**config.mk**
```make
export PLATFORM = sky130hd
export DESIGN_NAME = uart_boot_loader_flat
export DESIGN_NICKNAME = d
export VERILOG_FILES = /design/src/rtl/uart_boot_loader_if.sv /design/src/rtl/uart_boot_loader.sv /design/src/flat_wrapper.sv
export SDC_FILE = /design/constraint.sdc
export NUM_CORES = 1
export LEC_CHECK = 0
export BUFFER_PORTS_ARGS = -buffer_cell sky130_fd_sc_hd__buf_2
export CAP_MARGIN = 15
export CORE_AREA = 2 2 115 117
export DETAILED_ROUTE_END_ITERATION = 6
export DIE_AREA = 0 0 117 119
export HOLD_SLACK_MARGIN = 0.03
export PLACE_DENSITY = 0.77
export SYNTH_ARGS = -nofsm -noshare
export SYNTH_HDL_FRONTEND = slang
export SYNTH_SLANG_ARGS = --single-unit
```
**constraint.sdc**
```tcl
create_clock -name clk -period 6.45 [get_ports clk]
set_input_delay 1.935 -clock clk [delete_from_list [all_inputs] [get_ports clk]]
set_output_delay 1.935 -clock clk [all_outputs]
set_load 0.02 [all_outputs]
```
**src/rtl/uart_boot_loader_if.sv**
```systemverilog
// uart_boot_loader_if
// Groups the boot loader's UART and memory-write signals into one bundle.
//   rx_valid/rx_data        : received byte strobe and value (from UART RX)
//   tx_valid/tx_data/tx_ready : acknowledge byte handshake (to UART TX)
//   mem_we/mem_addr/mem_wdata/mem_ready : word write request to main memory
//   boot_go/boot_pc         : CPU start pulse and start address
//   overrun                 : sticky dropped-byte flag
// The slave modport is the loader; the master modport is its environment.
interface uart_boot_loader_if;
   logic        rx_valid;
   logic [7:0]  rx_data;
   logic        tx_valid;
   logic [7:0]  tx_data;
   logic        tx_ready;
   logic        mem_we;
   logic [31:0] mem_addr;
   logic [31:0] mem_wdata;
   logic        mem_ready;
   logic        boot_go;
   logic [31:0] boot_pc;
   logic        overrun;

   modport slave (
      input  rx_valid, rx_data, tx_ready, mem_ready,
      output tx_valid, tx_data, mem_we, mem_addr, mem_wdata,
             boot_go, boot_pc, overrun
   );

   modport master (
      output rx_valid, rx_data, tx_ready, mem_ready,
      input  tx_valid, tx_data, mem_we, mem_addr, mem_wdata,
             boot_go, boot_pc, overrun
   );
endinterface

```
**src/rtl/uart_boot_loader.sv**
```systemverilog
// uart_boot_loader
// Serial program-load engine. Decodes the loader command bytes arriving
// from the UART receiver, assembles big-endian 32-bit words, writes them to
// main memory, acknowledges each completed command with ACK_BYTE and, on
// the jump command, hands the CPU a start address.
// Ports:
//   clk  : system clock, rising edge
//   rst  : synchronous reset, active low
//   bus  : uart_boot_loader_if.slave (rx, tx, memory write, boot, overrun)
// All outputs are registered; each output register is loaded from the
// next-state decision so outputs line up with the state they belong to.
module uart_boot_loader #(
   parameter logic [31:0] RESET_ADDR = 32'h1000_0000,
   parameter logic [7:0]  ACK_BYTE   = 8'h66
) (
   input  logic               clk,
   input  logic               rst,
   uart_boot_loader_if.slave  bus
);

   localparam logic [7:0] CMD_ADDR = 8'h61;
   localparam logic [7:0] CMD_DATA = 8'h64;
   localparam logic [7:0] CMD_JUMP = 8'h6a;
   localparam logic [7:0] CMD_VER  = 8'h76;

   typedef enum logic [2:0] {
      S_IDLE,
      S_ADDR,
      S_DATA,
      S_WRITE,
      S_ACK,
      S_DONE
   } state_t;

   state_t      r_state, w_state_nxt;
   logic [31:0] r_addr, w_addr_nxt;
   logic [31:0] r_shift, w_shift_nxt;
   logic [1:0]  r_cnt, w_cnt_nxt;
   logic        r_overrun, w_overrun_nxt;
   logic        r_tx_valid, w_tx_valid_nxt;
   logic [7:0]  r_tx_data, w_tx_data_nxt;
   logic        r_mem_we, w_mem_we_nxt;
   logic [31:0] r_mem_addr, w_mem_addr_nxt;
   logic [31:0] r_mem_wdata, w_mem_wdata_nxt;
   logic        r_boot_go, w_boot_go_nxt;
   logic [31:0] r_boot_pc, w_boot_pc_nxt;
   logic [31:0] w_word;

   // Word as it would look once the byte on rx_data is shifted in (MSB first)
   assign w_word = {r_shift[23:0], bus.rx_data};

   always_comb begin
      w_state_nxt     = r_state;
      w_addr_nxt      = r_addr;
      w_shift_nxt     = r_shift;
      w_cnt_nxt       = r_cnt;
      w_overrun_nxt   = r_overrun;
      w_tx_data_nxt   = r_tx_data;
      w_mem_addr_nxt  = r_mem_addr;
      w_mem_wdata_nxt = r_mem_wdata;
      w_boot_pc_nxt   = r_boot_pc;

      case (r_state)
         S_IDLE: begin
            if (bus.rx_valid) begin
               w_cnt_nxt = 2'd0;
               case (bus.rx_data)
                  CMD_ADDR: w_state_nxt = S_ADDR;
                  CMD_DATA: w_state_nxt = S_DATA;
                  CMD_VER:  w_state_nxt = S_ACK;
                  CMD_JUMP: begin
                     w_state_nxt   = S_DONE;
                     w_boot_pc_nxt = r_addr;
                  end
                  default:  w_state_nxt = S_IDLE;
               endcase
            end
         end

         S_ADDR: begin
            if (bus.rx_valid) begin
               w_shift_nxt = w_word;
               w_cnt_nxt   = r_cnt + 2'd1;
               if (r_cnt == 2'd3) begin
                  w_addr_nxt  = w_word;
                  w_state_nxt = S_ACK;
               end
            end
         end

         S_DATA: begin
            if (bus.rx_valid) begin
               w_shift_nxt = w_word;
               w_cnt_nxt   = r_cnt + 2'd1;
               if (r_cnt == 2'd3) begin
                  // Latch the write request here so it stays stable for the
                  // whole time mem_we is held waiting on mem_ready.
                  w_mem_addr_nxt  = {r_addr[31:2], 2'b00};
                  w_mem_wdata_nxt = w_word;
                  w_state_nxt     = S_WRITE;
               end
            end
         end

         S_WRITE: begin
            if (bus.rx_valid) begin
               w_overrun_nxt = 1'b1;
            end
            if (bus.mem_ready) begin
               w_addr_nxt  = r_addr + 32'd4;
               w_state_nxt = S_ACK;
            end
         end

         S_ACK: begin
            if (bus.rx_valid) begin
               w_overrun_nxt = 1'b1;
            end
            if (bus.tx_ready) begin
               w_state_nxt = S_IDLE;
            end
         end

         S_DONE: begin
            // Terminal: everything received here is silently dropped.
            w_state_nxt = S_DONE;
         end

         default: w_state_nxt = S_IDLE;
      endcase

      w_mem_we_nxt   = (w_state_nxt == S_WRITE);
      w_tx_valid_nxt = (w_state_nxt == S_ACK);
      if (w_state_nxt == S_ACK) begin
         w_tx_data_nxt = ACK_BYTE;
      end
      // Pulse only on the DONE entry cycle
      w_boot_go_nxt  = (w_state_nxt == S_DONE) && (r_state != S_DONE);
   end

   always_ff @(posedge clk) begin
      if (!rst) begin
         r_state     <= S_IDLE;
         r_addr      <= RESET_ADDR;
         r_shift     <= 32'd0;
         r_cnt       <= 2'd0;
         r_overrun   <= 1'b0;
         r_tx_valid  <= 1'b0;
         r_tx_data   <= 8'd0;
         r_mem_we    <= 1'b0;
         r_mem_addr  <= 32'd0;
         r_mem_wdata <= 32'd0;
         r_boot_go   <= 1'b0;
         r_boot_pc   <= 32'd0;
      end else begin
         r_state     <= w_state_nxt;
         r_addr      <= w_addr_nxt;
         r_shift     <= w_shift_nxt;
         r_cnt       <= w_cnt_nxt;
         r_overrun   <= w_overrun_nxt;
         r_tx_valid  <= w_tx_valid_nxt;
         r_tx_data   <= w_tx_data_nxt;
         r_mem_we    <= w_mem_we_nxt;
         r_mem_addr  <= w_mem_addr_nxt;
         r_mem_wdata <= w_mem_wdata_nxt;
         r_boot_go   <= w_boot_go_nxt;
         r_boot_pc   <= w_boot_pc_nxt;
      end
   end

   assign bus.tx_valid  = r_tx_valid;
   assign bus.tx_data   = r_tx_data;
   assign bus.mem_we    = r_mem_we;
   assign bus.mem_addr  = r_mem_addr;
   assign bus.mem_wdata = r_mem_wdata;
   assign bus.boot_go   = r_boot_go;
   assign bus.boot_pc   = r_boot_pc;
   assign bus.overrun   = r_overrun;

endmodule

```
**src/flat_wrapper.sv**
```systemverilog
// flat-port wrapper written by rule: the top's interface ports become plain ports
module uart_boot_loader_flat 
#(
   parameter logic [31:0] RESET_ADDR = 32'h1000_0000,
   parameter logic [7:0]  ACK_BYTE   = 8'h66
)
  (clk, rst, bus_rx_valid, bus_rx_data, bus_tx_ready, bus_mem_ready, bus_tx_valid, bus_tx_data, bus_mem_we, bus_mem_addr, bus_mem_wdata, bus_boot_go, bus_boot_pc, bus_overrun);
  uart_boot_loader_if bus_i ();
  input  logic clk;
  input  logic rst;
  input wire logic [$bits(bus_i.rx_valid)-1:0] bus_rx_valid;
  input wire logic [$bits(bus_i.rx_data)-1:0] bus_rx_data;
  input wire logic [$bits(bus_i.tx_ready)-1:0] bus_tx_ready;
  input wire logic [$bits(bus_i.mem_ready)-1:0] bus_mem_ready;
  output wire logic [$bits(bus_i.tx_valid)-1:0] bus_tx_valid;
  output wire logic [$bits(bus_i.tx_data)-1:0] bus_tx_data;
  output wire logic [$bits(bus_i.mem_we)-1:0] bus_mem_we;
  output wire logic [$bits(bus_i.mem_addr)-1:0] bus_mem_addr;
  output wire logic [$bits(bus_i.mem_wdata)-1:0] bus_mem_wdata;
  output wire logic [$bits(bus_i.boot_go)-1:0] bus_boot_go;
  output wire logic [$bits(bus_i.boot_pc)-1:0] bus_boot_pc;
  output wire logic [$bits(bus_i.overrun)-1:0] bus_overrun;
  assign bus_i.rx_valid = bus_rx_valid;
  assign bus_i.rx_data = bus_rx_data;
  assign bus_i.tx_ready = bus_tx_ready;
  assign bus_i.mem_ready = bus_mem_ready;
  assign bus_tx_valid = bus_i.tx_valid;
  assign bus_tx_data = bus_i.tx_data;
  assign bus_mem_we = bus_i.mem_we;
  assign bus_mem_addr = bus_i.mem_addr;
  assign bus_mem_wdata = bus_i.mem_wdata;
  assign bus_boot_go = bus_i.boot_go;
  assign bus_boot_pc = bus_i.boot_pc;
  assign bus_overrun = bus_i.overrun;
  uart_boot_loader #(.RESET_ADDR(RESET_ADDR), .ACK_BYTE(ACK_BYTE)) u_core (.clk(clk), .rst(rst), .bus(bus_i));
endmodule
```
---- Word level (Yosys, flattened, before mapping) ----
Index checks and enable logic that the tools add are counted.
word-level totals
  register bits ........................... 160
  input port bits ......................... 13
  output and inout bits ................... 108
  word-level logic and storage cells ...... 61
cells by class
  add/sub/neg operators ................... 2
  eq/ne operators ......................... 19
  multiplexer cells ....................... 16
  reduce and logical (&&, ||, !) cells .... 12
operators by type and width
  operator                                                                 number
  32-bit 2-to-1 mux                                                        3
  32-bit case mux with 2 select lines                                      1
  32-bit by 3-bit adder with 32-bit output, second input constant          1
  8-bit by 7-bit == test with 1-bit output, second input constant          4
  3-bit 2-to-1 mux                                                         7
  3-bit case mux with 6 select lines                                       1
  3-bit == test, second input constant                                     4
  3-bit case mux with 4 select lines                                       1
  3-bit by 2-bit == test with 1-bit output, second input constant          3
  3-bit AND reduction                                                      3
  2-bit inequality test, second input constant                             3
  2-bit 2-to-1 mux                                                         2
  2-bit by 1-bit inequality test with 1-bit output, second input constant  2
  2-bit case mux with 2 select lines                                       1
  2-bit AND reduction                                                      2
  4-bit AND reduction                                                      1
  2-bit nonzero test                                                       2
  2-bit OR reduction                                                       2
  3-bit by 1-bit == test with 1-bit output, second input constant          1
  3-bit zero test                                                          1
  3-bit inequality test, second input constant                             1
  2-bit by 1-bit adder with 2-bit output, second input constant            1
  2-bit == test, second input constant                                     1
  1-bit logical AND                                                        1

---- Logic depth before layout (Yosys ltp) ----
Gate-level depths: netlist of the first run.
  word-level depth ........................ 6
  depth in mapped cells ................... 8
  depth with buffers taken out ............ 6

---- Worst setup path after synthesis of the first run ----
Ideal clock, no wire load.
  kind .................................... input-to-reg
  start ................................... input bus_rx_valid
  end ..................................... register u_core.r_boot_pc[1], in the netlist u_core.bus.boot_pc[1]
  setup time .............................. 0.132 ns
  arrival time ............................ 3.240 ns
  data required time ...................... 6.318 ns
  slack ................................... 3.078 ns
  cell stages on the path ................. 6
  buffers on the path ..................... 1
  path through ............................ or4b_4 nor4_4 nand4_1 clkbuf_1 nand2_1 a21oi_1
on the way
  word-level cells in the longest chain between the ends .. 1
RTL lines
  item                                  RTL line                 text
  start: declaration                    flat_wrapper.sv:11       input wire logic [$bits(bus_i.rx_valid)-1:0] bus_rx_valid;
  3-bit AND reduction (no source line)  --
  end signal: assignment                uart_boot_loader.sv:167  r_boot_pc <= w_boot_pc_nxt;
  end: declaration                      uart_boot_loader.sv:46   logic [31:0] r_boot_pc, w_boot_pc_nxt;
Every way passes these cells.
A chain may end at the register's enable or synchronous reset.

---- Worst setup path in the final report of the first run ----
  start ................................... input bus_rx_valid
  end ..................................... register u_core.r_boot_pc[25], in the netlist u_core.bus.boot_pc[25]
The elaborated chain is that of the path after synthesis.

==> impl_metrics.yaml, run 1 <==
run_status:
  outcome: "finished, final reports clean"
die:
  die_height_um: 119
  dieArea_mm2: 0.01392
  rows: 42
  top_level_ports: 121
  core_mm2: 0.01287
  start_util: 0.5274
  die_w_um: 117
clock_network:
  cts_resized: 0
  clk_pin_slew_ns: 0.06
  clockBufferDepth: 2
  cts_tree: "done"
  holdBufCountCts: 0
  numCtsBuffers: 17
  cts_root_buf: "clkbuf_16"
  cts_setup_buffers: 0
  worstSkewPairLatency_ns: 0.43
  htree_levels: 4
  numClockSinks: 160
timing:
  tightest_slew_ns: 0.9623
  slew_headroom: 0.3585
  finalSetupViolations: 0
  fin_crit_sh: 0.5268
  whs_ns: 0.4488
  grt_setup_unrepaired: "false"
  hold_viol_final: 0
  tns_ns: 0
  fin_skew_ns: 0.007997
  fmax_mhz: 294.3
  post-route-min-period_ns: 3.398
  drv_slew: 0
synthesis:
  ys_seq_area_frac: 0.4717
  ys.flop_type: "dfxtp_1"
  synth.distinct_cells: 61
  yosys.cell_count.top_type: "nand2_1"
  synth_area_mm2: 0.006790
  syn_inst: 864
  synth_top_area_share: 0.4717
  synth_area_leaders: "dfxtp_1 47%, nand2_1 15%, a21oi_1 7.3%"
  synth_edf_count: 0
  yosysWarnings: 0
  synthTopCellsByCount: "273 x nand2_1, 160 x dfxtp_1, 99 x a21oi_1"
  yosys_register_bits: 160
  ys_async_sr_fraction: 0
  syn-mean-instance-area_um2: 7.859
  synth_top_area_cell: "dfxtp_1"
routing:
  ant_nets: 0
  avgViaCountPerCell: 5.576
  dr.pass1.iters: 5
  vias: 6256
  finalWirelength_um: 17670
  drc: 0
  wl_per_cell_um: 15.75
  first_iter_violations: 635
worst_hold_path:
  worstHoldPathType: "flop to flop"
  hp-start: "u_core.bus.mem_addr[5]$_SDFFE_PN0P_"
finish:
  fillCellCount: 1165
  final_cells: 1122
  final_net_count: 948
  drive_gt1_frac: 0.1776
  syn2layout_area_growth_pct: 17.30
  n_antenna_cell: 0
global_routing:
  grt_pass1_vias: 5468
  antenna_found_initial: 0
  grt_pass1_wl_um: 28290
  gr-total-overflow: 0
  grt_usage: 0.2567
  grt_max_degree: 74
placement:
  io_buffers: 114
  dpl.cell_count: 1088
  place.detailed.hpwl_um: 11670
  gp_congestion: 0.9139
power:
  leakage_uw: 0.003020
  total_power_uw: 2084
  peakVddDrop_uv: 148.3
  powerDensity_mw_per_mm2: 261.6
worst_setup_path:
  crit_path_cell_trace: "buf_2 -> or4b_4 -> nor4_4 -> and4_1 -> buf_16 -> nand2_1 -> a21boi_0"
  worst_setup_path_start_kind: "input pin"
  worstPathRequired_ns: 6.80
  cp-end-kind: "flop"
  cp_data_arrival_time_ns: 3.75
  path_class: "input pin to flop"
  rr_startpoint: "u_core.r_state[0]$_SDFF_PN0_"
  cp_max_fo: 28
  cp-startpoint: "bus_rx_valid"
  crit_slowest_cell: "or4b_4"
  cpPeakStageDelay_ns: 0.51
run:
  max_cap_viol_count: 0
## power by group
part / switching [µW] / total, µW / leakage, µW / internal, µW
clock network: 405 / 1050 / 0.000290 / 648
logic: 29.9 / 41.6 / 0.00144 / 11.7
registers: 0.461 / 989 / 0.00129 / 988
total: 436 / 2080 / 0.00302 / 1650
## placed cells by master (no fill, tap or decap), types with 7 or more instances in the layout
cell type / n
nand2_1: 273
dfxtp_1: 160
buf_2: 114
a21oi_1: 98
a21boi_0: 44
nor2_1: 29
o21ai_0: 21
nand3_1: 19
clkbuf_16: 17
nand4_1: 11
and2_1: 9
nor3_1: 9
and3_1: 9
mux2i_1: 7
a21boi_1: 7
## sequential cells by signal, summed over array words and instances (netlist names)
| name | cells |
|---|---|
| u_core.bus.mem_addr | 30 |
| u_core.r_state | 3 |
| u_core.bus.overrun | 1 |
| u_core.bus.boot_pc | 32 |
| u_core.r_addr | 32 |
| u_core.bus.mem_wdata | 32 |
| u_core.bus.mem_we | 1 |
| u_core.bus.boot_go | 1 |
| u_core.bus.tx_valid | 1 |
| u_core.r_cnt | 2 |
| u_core.bus.tx_data | 1 |
| u_core.r_shift | 24 |
## area by class of cell
type | instances | area [µm²] | share of cell area
inverters | 5 | 18.77 | 0.002356
well taps | 176 | 220.2 | 0.02765
repair buffers | 122 | 663.1 | 0.08325
multi-input cells | 627 | 3241 | 0.4068
clock inverters | 13 | 186.4 | 0.02341
clock buffers | 19 | 432.9 | 0.05435
flip-flops and latches | 160 | 3203 | 0.4021
## metrics by stage
step / utilization / setup slack (ns) / cell area, µm²
detailed placement: 0.5669 / 2.120 / 7298
finish: 0.6187 / 3.052 / 7965
CTS: 0.6150 / 2.580 / 7918
floorplan: - / 3.078 / 6809
global placement: 0.5669 / 2.190 / 7298
global route: 0.6187 / 2.947 / 7965
## routing by layer
| layer | global-route usage | up-vias | part of all wire |
|---|---|---|---|
| met5 | 0 | - | 0 |
| li1 | - | 3077 | - |
| met1 | 0.3729 | 2913 | 0.47 |
| met4 | 0.1022 | 0 | 0.021 |
| met2 | 0.3764 | 237 | 0.45 |
| met3 | 0.04529 | 29 | 0.064 |
## logic make-up after synthesis
kind of cell | synth area share
simple gates | 0.2519
compound gates | 0.2020
flops | 0.4717
buf+inv | 0.05528
mux | 0.01364
fa+ha+maj | 0.003685
other cells | 0.0005523
xor+xnor | 0.001290
## worst max-delay path, delay by kind of cell
family,cells,cell delay [ns]
compound gates,1,0.15
buf+inv,2,0.33
simple gates,4,1.32
## final timing paths
kind	to	slack, ns	cells after the start
hold / removal	u_core.bus.mem_addr[5]$_SDFFE_PN0P_	0.45	2
setup / recovery	u_core.bus.boot_pc[25]$_SDFFE_PN0P_	3.05	7
setup reg to reg	u_core.r_addr[31]$_SDFFE_PN0P_	3.66	4
hold reg to reg	u_core.bus.mem_addr[5]$_SDFFE_PN0P_	0.45	2
Note: power is estimated with default switching activity, not from simulation.
==> inputs of run 2 (changes only) <==
- CORE_AREA: 2 2 115 117 -> 2 2 120 122
- DIE_AREA: 0 0 117 119 -> 0 0 122 124
- PLACE_DENSITY: 0.77 -> 0.74
- clock period: 6.45 -> 3 ns (I/O delays scaled with it)
==> impl_metrics.yaml, run 2 (synthesis results as in run 1) <==
die:
  core_mm2: 0.01372
  rows: 43
  top_level_ports: 121
  dieArea_mm2: 0.01513
  die_height_um: 124
  die_w_um: 122
  start_util: 0.4949
routing:
  avgViaCountPerCell: 5.590
  wl_per_cell_um: 16.04
  finalWirelength_um: 18240
  drc: 0
  first_iter_violations: 606
  ant_nets: 0
  vias: 6356
  dr.pass1.iters: 5
finish:
  final_common_cell: "nand2_1"
  final_core_util: 0.5842
  layout_common_cells: "273 x nand2_1, 160 x dfxtp_1, 114 x buf_2"
  fillCellCount: 1277
  seq_area_mm2: 0.003203
  final_cells: 1137
  n_antenna_cell: 0
  syn2layout_area_growth_pct: 18.04
  multiInputGateArea_mm2: 0.003237
  drive_gt1_frac: 0.1860
  final_net_count: 959
timing:
  tns_ns: 0
  fmax_mhz: 427.5
  grt_setup_unrepaired: "false"
  tightest_slew_ns: 0.7863
  slew_headroom: 0.4742
  fin_skew_ns: 0.009330
  drv_slew: 0
  finalSetupViolations: 0
  fin_crit_sh: 0.7798
  post-route-min-period_ns: 2.339
  hold_viol_final: 0
placement:
  dpl.cell_count: 1105
  place.detailed.hpwl_um: 12270
  gp_congestion: 0.9414
  io_buffers: 114
global_routing:
  grt_usage: 0.2450
  gr-total-overflow: 0
  grt_max_degree: 57
  grt_pass1_wl_um: 29100
  grt_pass1_vias: 5696
  antenna_found_initial: 0
run_status:
  outcome: "finished, final reports clean"
clock_network:
  cts_tree: "done"
  numClockSinks: 160
  clk_pin_slew_ns: 0.06
  cts_root_buf: "clkbuf_16"
  cts_setup_buffers: 0
  htree_levels: 4
  cts_resized: 0
  holdBufCountCts: 0
  clockBufferDepth: 2
  numCtsBuffers: 17
  worstSkewPairLatency_ns: 0.43
power:
  powerDensity_mw_per_mm2: 540.5
  leakage_uw: 0.003053
  peakVddDrop_uv: 318.7
  total_power_uw: 4332
worst_setup_path:
  cp_data_arrival_time_ns: 2.69
  path_class: "flop to flop"
  cp-end-kind: "flop"
  worstPathRequired_ns: 3.35
  cp_max_fo: 13
  worst_setup_path_start_kind: "flop"
worst_hold_path:
  worstHoldPathType: "flop to flop"
run:
  max_cap_viol_count: 0
-- run 2: cell types whose count changed in the layout (fill, tap and decap cells not counted) --
cell and change:
a21oi_1 +1, a21oi_2 -1, buf_12 +2, buf_16 -1
buf_4 +10, bufinv_16 -2, clkbuf_8 +1, clkinvlp_4 +1
-- run 2: final cells by class --
| type | instances | share of cell area |
|---|---|---|
| Multi-Input combinational cell | 627 | 0.4038 |
| Sequential cell | 160 | 0.3996 |
| Timing Repair Buffer | 133 | 0.09366 |
| Clock buffer | 20 | 0.05573 |
| Tap cell | 180 | 0.02810 |
| Clock inverter | 12 | 0.01670 |
| Inverter | 5 | 0.002342 |
-- run 2: per-stage QoR --
stage	area (µm²)	setup WS, ns	hold slack, ns
floorplan	6809	0.6629	0.4310
global placement	7435	0.4240	0.4413
detailed placement	7435	0.3953	0.4430
CTS	8015	0.7071	0.4512
global route	8015	0.5482	0.4717
finish	8015	0.6606	0.4499
-- run 2: metal layers --
layer	up-vias	wire [µm]	global-route usage
li1	3105	-	-
met1	2950	8311	0.3425
met2	268	8233	0.3740
met3	33	1358	0.05220
met4	0	337	0.08908
met5	-	0	0
-- run 2: critical path: stages, from the launching register on --
cell,delay [ns]
dfxtp_1,0.62
nand3_1,0.32
nor4_2,0.56
nand3_1,0.18
or4_1,0.42
a31oi_1,0.16
-- run 2: report_power, final --
part / internal, µW / switching (µW)
Combinational: 28.4 / 67.3
Sequential: 2120 / 0.970
Clock: 1250 / 862
Total: 3400 / 931
-- run 2: path summary, 6_finish.rpt --
kind / cells after the start / to / slack (ns) / startpoint
hold / removal: 2 / u_core.bus.boot_pc[2]$_SDFFE_PN0P_ / 0.45 / u_core.bus.boot_pc[2]$_SDFFE_PN0P_
hold reg to reg: 2 / u_core.bus.boot_pc[2]$_SDFFE_PN0P_ / 0.45 / u_core.bus.boot_pc[2]$_SDFFE_PN0P_
setup / recovery: 5 / u_core.r_addr[31]$_SDFFE_PN0P_ / 0.66 / u_core.r_addr[10]$_SDFFE_PN0P_
setup reg to reg: 5 / u_core.r_addr[31]$_SDFFE_PN0P_ / 0.66 / u_core.r_addr[10]$_SDFFE_PN0P_
==> inputs of run 3 (changes only) <==
- clock period: 3 -> 2 ns (I/O delays scaled with it)
==> impl_metrics.yaml, run 3 (synthesis results as in run 1) <==
worst_setup_path:
  worst_setup_path_start_kind: "flop"
  r2r_end: "u_core.bus.boot_pc[25]$_SDFFE_PN0P_"
  rr_worst_depth: 6
  cp_data_arrival_time_ns: 2.23
  rr_startpoint: "u_core.r_state[1]$_SDFF_PN0_"
  critPathCapture: "u_core.bus.boot_pc[25]$_SDFFE_PN0P_"
  path_class: "flop to flop"
  r2r_slack_ns: 0.13
  cp-end-kind: "flop"
  cp-startpoint: "u_core.r_state[1]$_SDFF_PN0_"
  worstPathRequired_ns: 2.36
  cp_max_fo: 32
finish:
  final_common_cell: "nand2_1"
  syn2layout_area_growth_pct: 24.84
  drive_gt1_frac: 0.2282
  layout_common_cells: "273 x nand2_1, 160 x dfxtp_1, 114 x buf_2"
  final_net_count: 1011
  n_antenna_cell: 0
  final_area_mm2: 0.008477
clock_network:
  numClockSinks: 160
  cts_tree: "done"
  numCtsBuffers: 17
  cts_root_buf: "clkbuf_16"
  clk_pin_slew_ns: 0.06
  worstSkewPairLatency_ns: 0.44
  holdBufCountCts: 0
  clockBufferDepth: 2
  htree_levels: 4
  cts_setup_buffers: 0
power:
  switchingPower_uw: 1429
  powerDensity_mw_per_mm2: 772.6
  leakage_uw: 0.003362
  clkPwrFrac: 0.488
  pwr-share-comb: 0.025
  peakVddDrop_uv: 563.4
  swShare: 0.2181
  p_int_uw: 5121
  seq_power_share: 0.487
global_routing:
  grt_pass1_vias: 5877
  grt_usage: 0.2549
  gr-total-overflow: 0
  grt_pass1_wl_um: 30050
  antenna_found_initial: 0
  grt_max_degree: 48
routing:
  wl_per_cell_um: 15.82
  ant_nets: 0
  drc: 0
  first_iter_violations: 473
  finalWirelength_um: 18800
  avgViaCountPerCell: 5.481
  vias: 6512
  dr.pass1.iters: 5
timing:
  fmax_mhz: 534.7
  tns_ns: 0
  finalSetupViolations: 0
  drv_slew: 0
  post-route-min-period_ns: 1.870
  whs_ns: 0.4489
  fin_skew_ns: 0.009804
  grt_setup_unrepaired: "false"
  hold_viol_final: 0
  setup_slack_ns: 0.1300
  fin_crit_sh: 0.9350
die:
  die_w_um: 122
  dieArea_mm2: 0.01513
  core_mm2: 0.01372
  die_height_um: 124
  start_util: 0.4949
  rows: 43
  top_level_ports: 121
run_status:
  outcome: "finished, final reports clean"
worst_hold_path:
  worstHoldPathType: "flop to flop"
placement:
  dpl_cell_area_mm2: 0.007888
  post-place-ws_ns: -0.2308
  gp_congestion: 0.9848
  place.detailed.hpwl_um: 13250
  io_buffers: 114
run:
  max_cap_viol_count: 0
## run 3: cell count changes in the layout (fill, tap and decap cells not counted), moves of 2 or more
cell	delta
clkinvlp_4	-2
inv_6	+2
buf_12	+5
buf_4	+47
## run 3: power by group through the flow
stage	Combinational [µW]	Clock [µW]	Sequential, µW
CTS	161	3250	3190
floorplan	97.3	0	3260
global route	174	3380	3190
finish	163	3200	3190
detailed placement	160	0	3260
global placement	161	0	3260
## run 3: worst min path at each step
stage | cells after the start | start | slack (ns) | to
global placement | 2 | u_core.bus.boot_pc[1]$_SDFFE_PN0P_ | 0.44 | u_core.bus.boot_pc[1]$_SDFFE_PN0P_
floorplan | 2 | u_core.r_addr[0]$_SDFFE_PN0P_ | 0.43 | u_core.bus.boot_pc[0]$_SDFFE_PN0P_
detailed placement | 2 | u_core.bus.boot_pc[29]$_SDFFE_PN0P_ | 0.44 | u_core.bus.boot_pc[29]$_SDFFE_PN0P_
global route | 2 | u_core.bus.boot_pc[21]$_SDFFE_PN0P_ | 0.47 | u_core.bus.boot_pc[21]$_SDFFE_PN0P_
CTS | 2 | u_core.bus.boot_pc[29]$_SDFFE_PN0P_ | 0.45 | u_core.bus.boot_pc[29]$_SDFFE_PN0P_
finish | 2 | u_core.bus.boot_pc[29]$_SDFFE_PN0P_ | 0.45 | u_core.bus.boot_pc[29]$_SDFFE_PN0P_
## run 3: layout make-up
cell class              count  area, µm²
fillers                  1242       5243
multi-input cells         627       3248
flip-flops and latches    160       3203
repair buffers            185       1204
clock buffers              20      446.7
well taps                 180      225.2
clock inverters            11      131.4
inverters                   5      18.77
## run 3: worst max-delay path: stages, from the launching register on
cell      delay [ns]
dfxtp_1         0.32
or4b_4          0.56
nor4_4          0.23
and4_4          0.29
buf_12          0.18
nand2_1         0.08
a21boi_0        0.14
## run 3: repair_timing
item                                   in CTS  in global routing
setup endpoints to repair                   0                  8
endpoints found under the hold margin       0                  0
gates resized for setup                     0                  2
## run 3: routing by layer
metal,global-route usage,vias up,wire [µm]
met3,0.05037,35,1264
met1,0.3447,3037,8407
met2,0.3998,245,8702
met4,0.1063,0,423
met5,0,-,0
li1,-,3195,-
## run 3: stage by stage
stage,power (µW),utilization,cells
floorplan,3356,-,869
global placement,3420,0.5749,1157
detailed placement,3419,0.5749,1157
CTS,6600,0.6171,1188
global route,6742,0.6179,1188
finish,6549,0.6179,1188
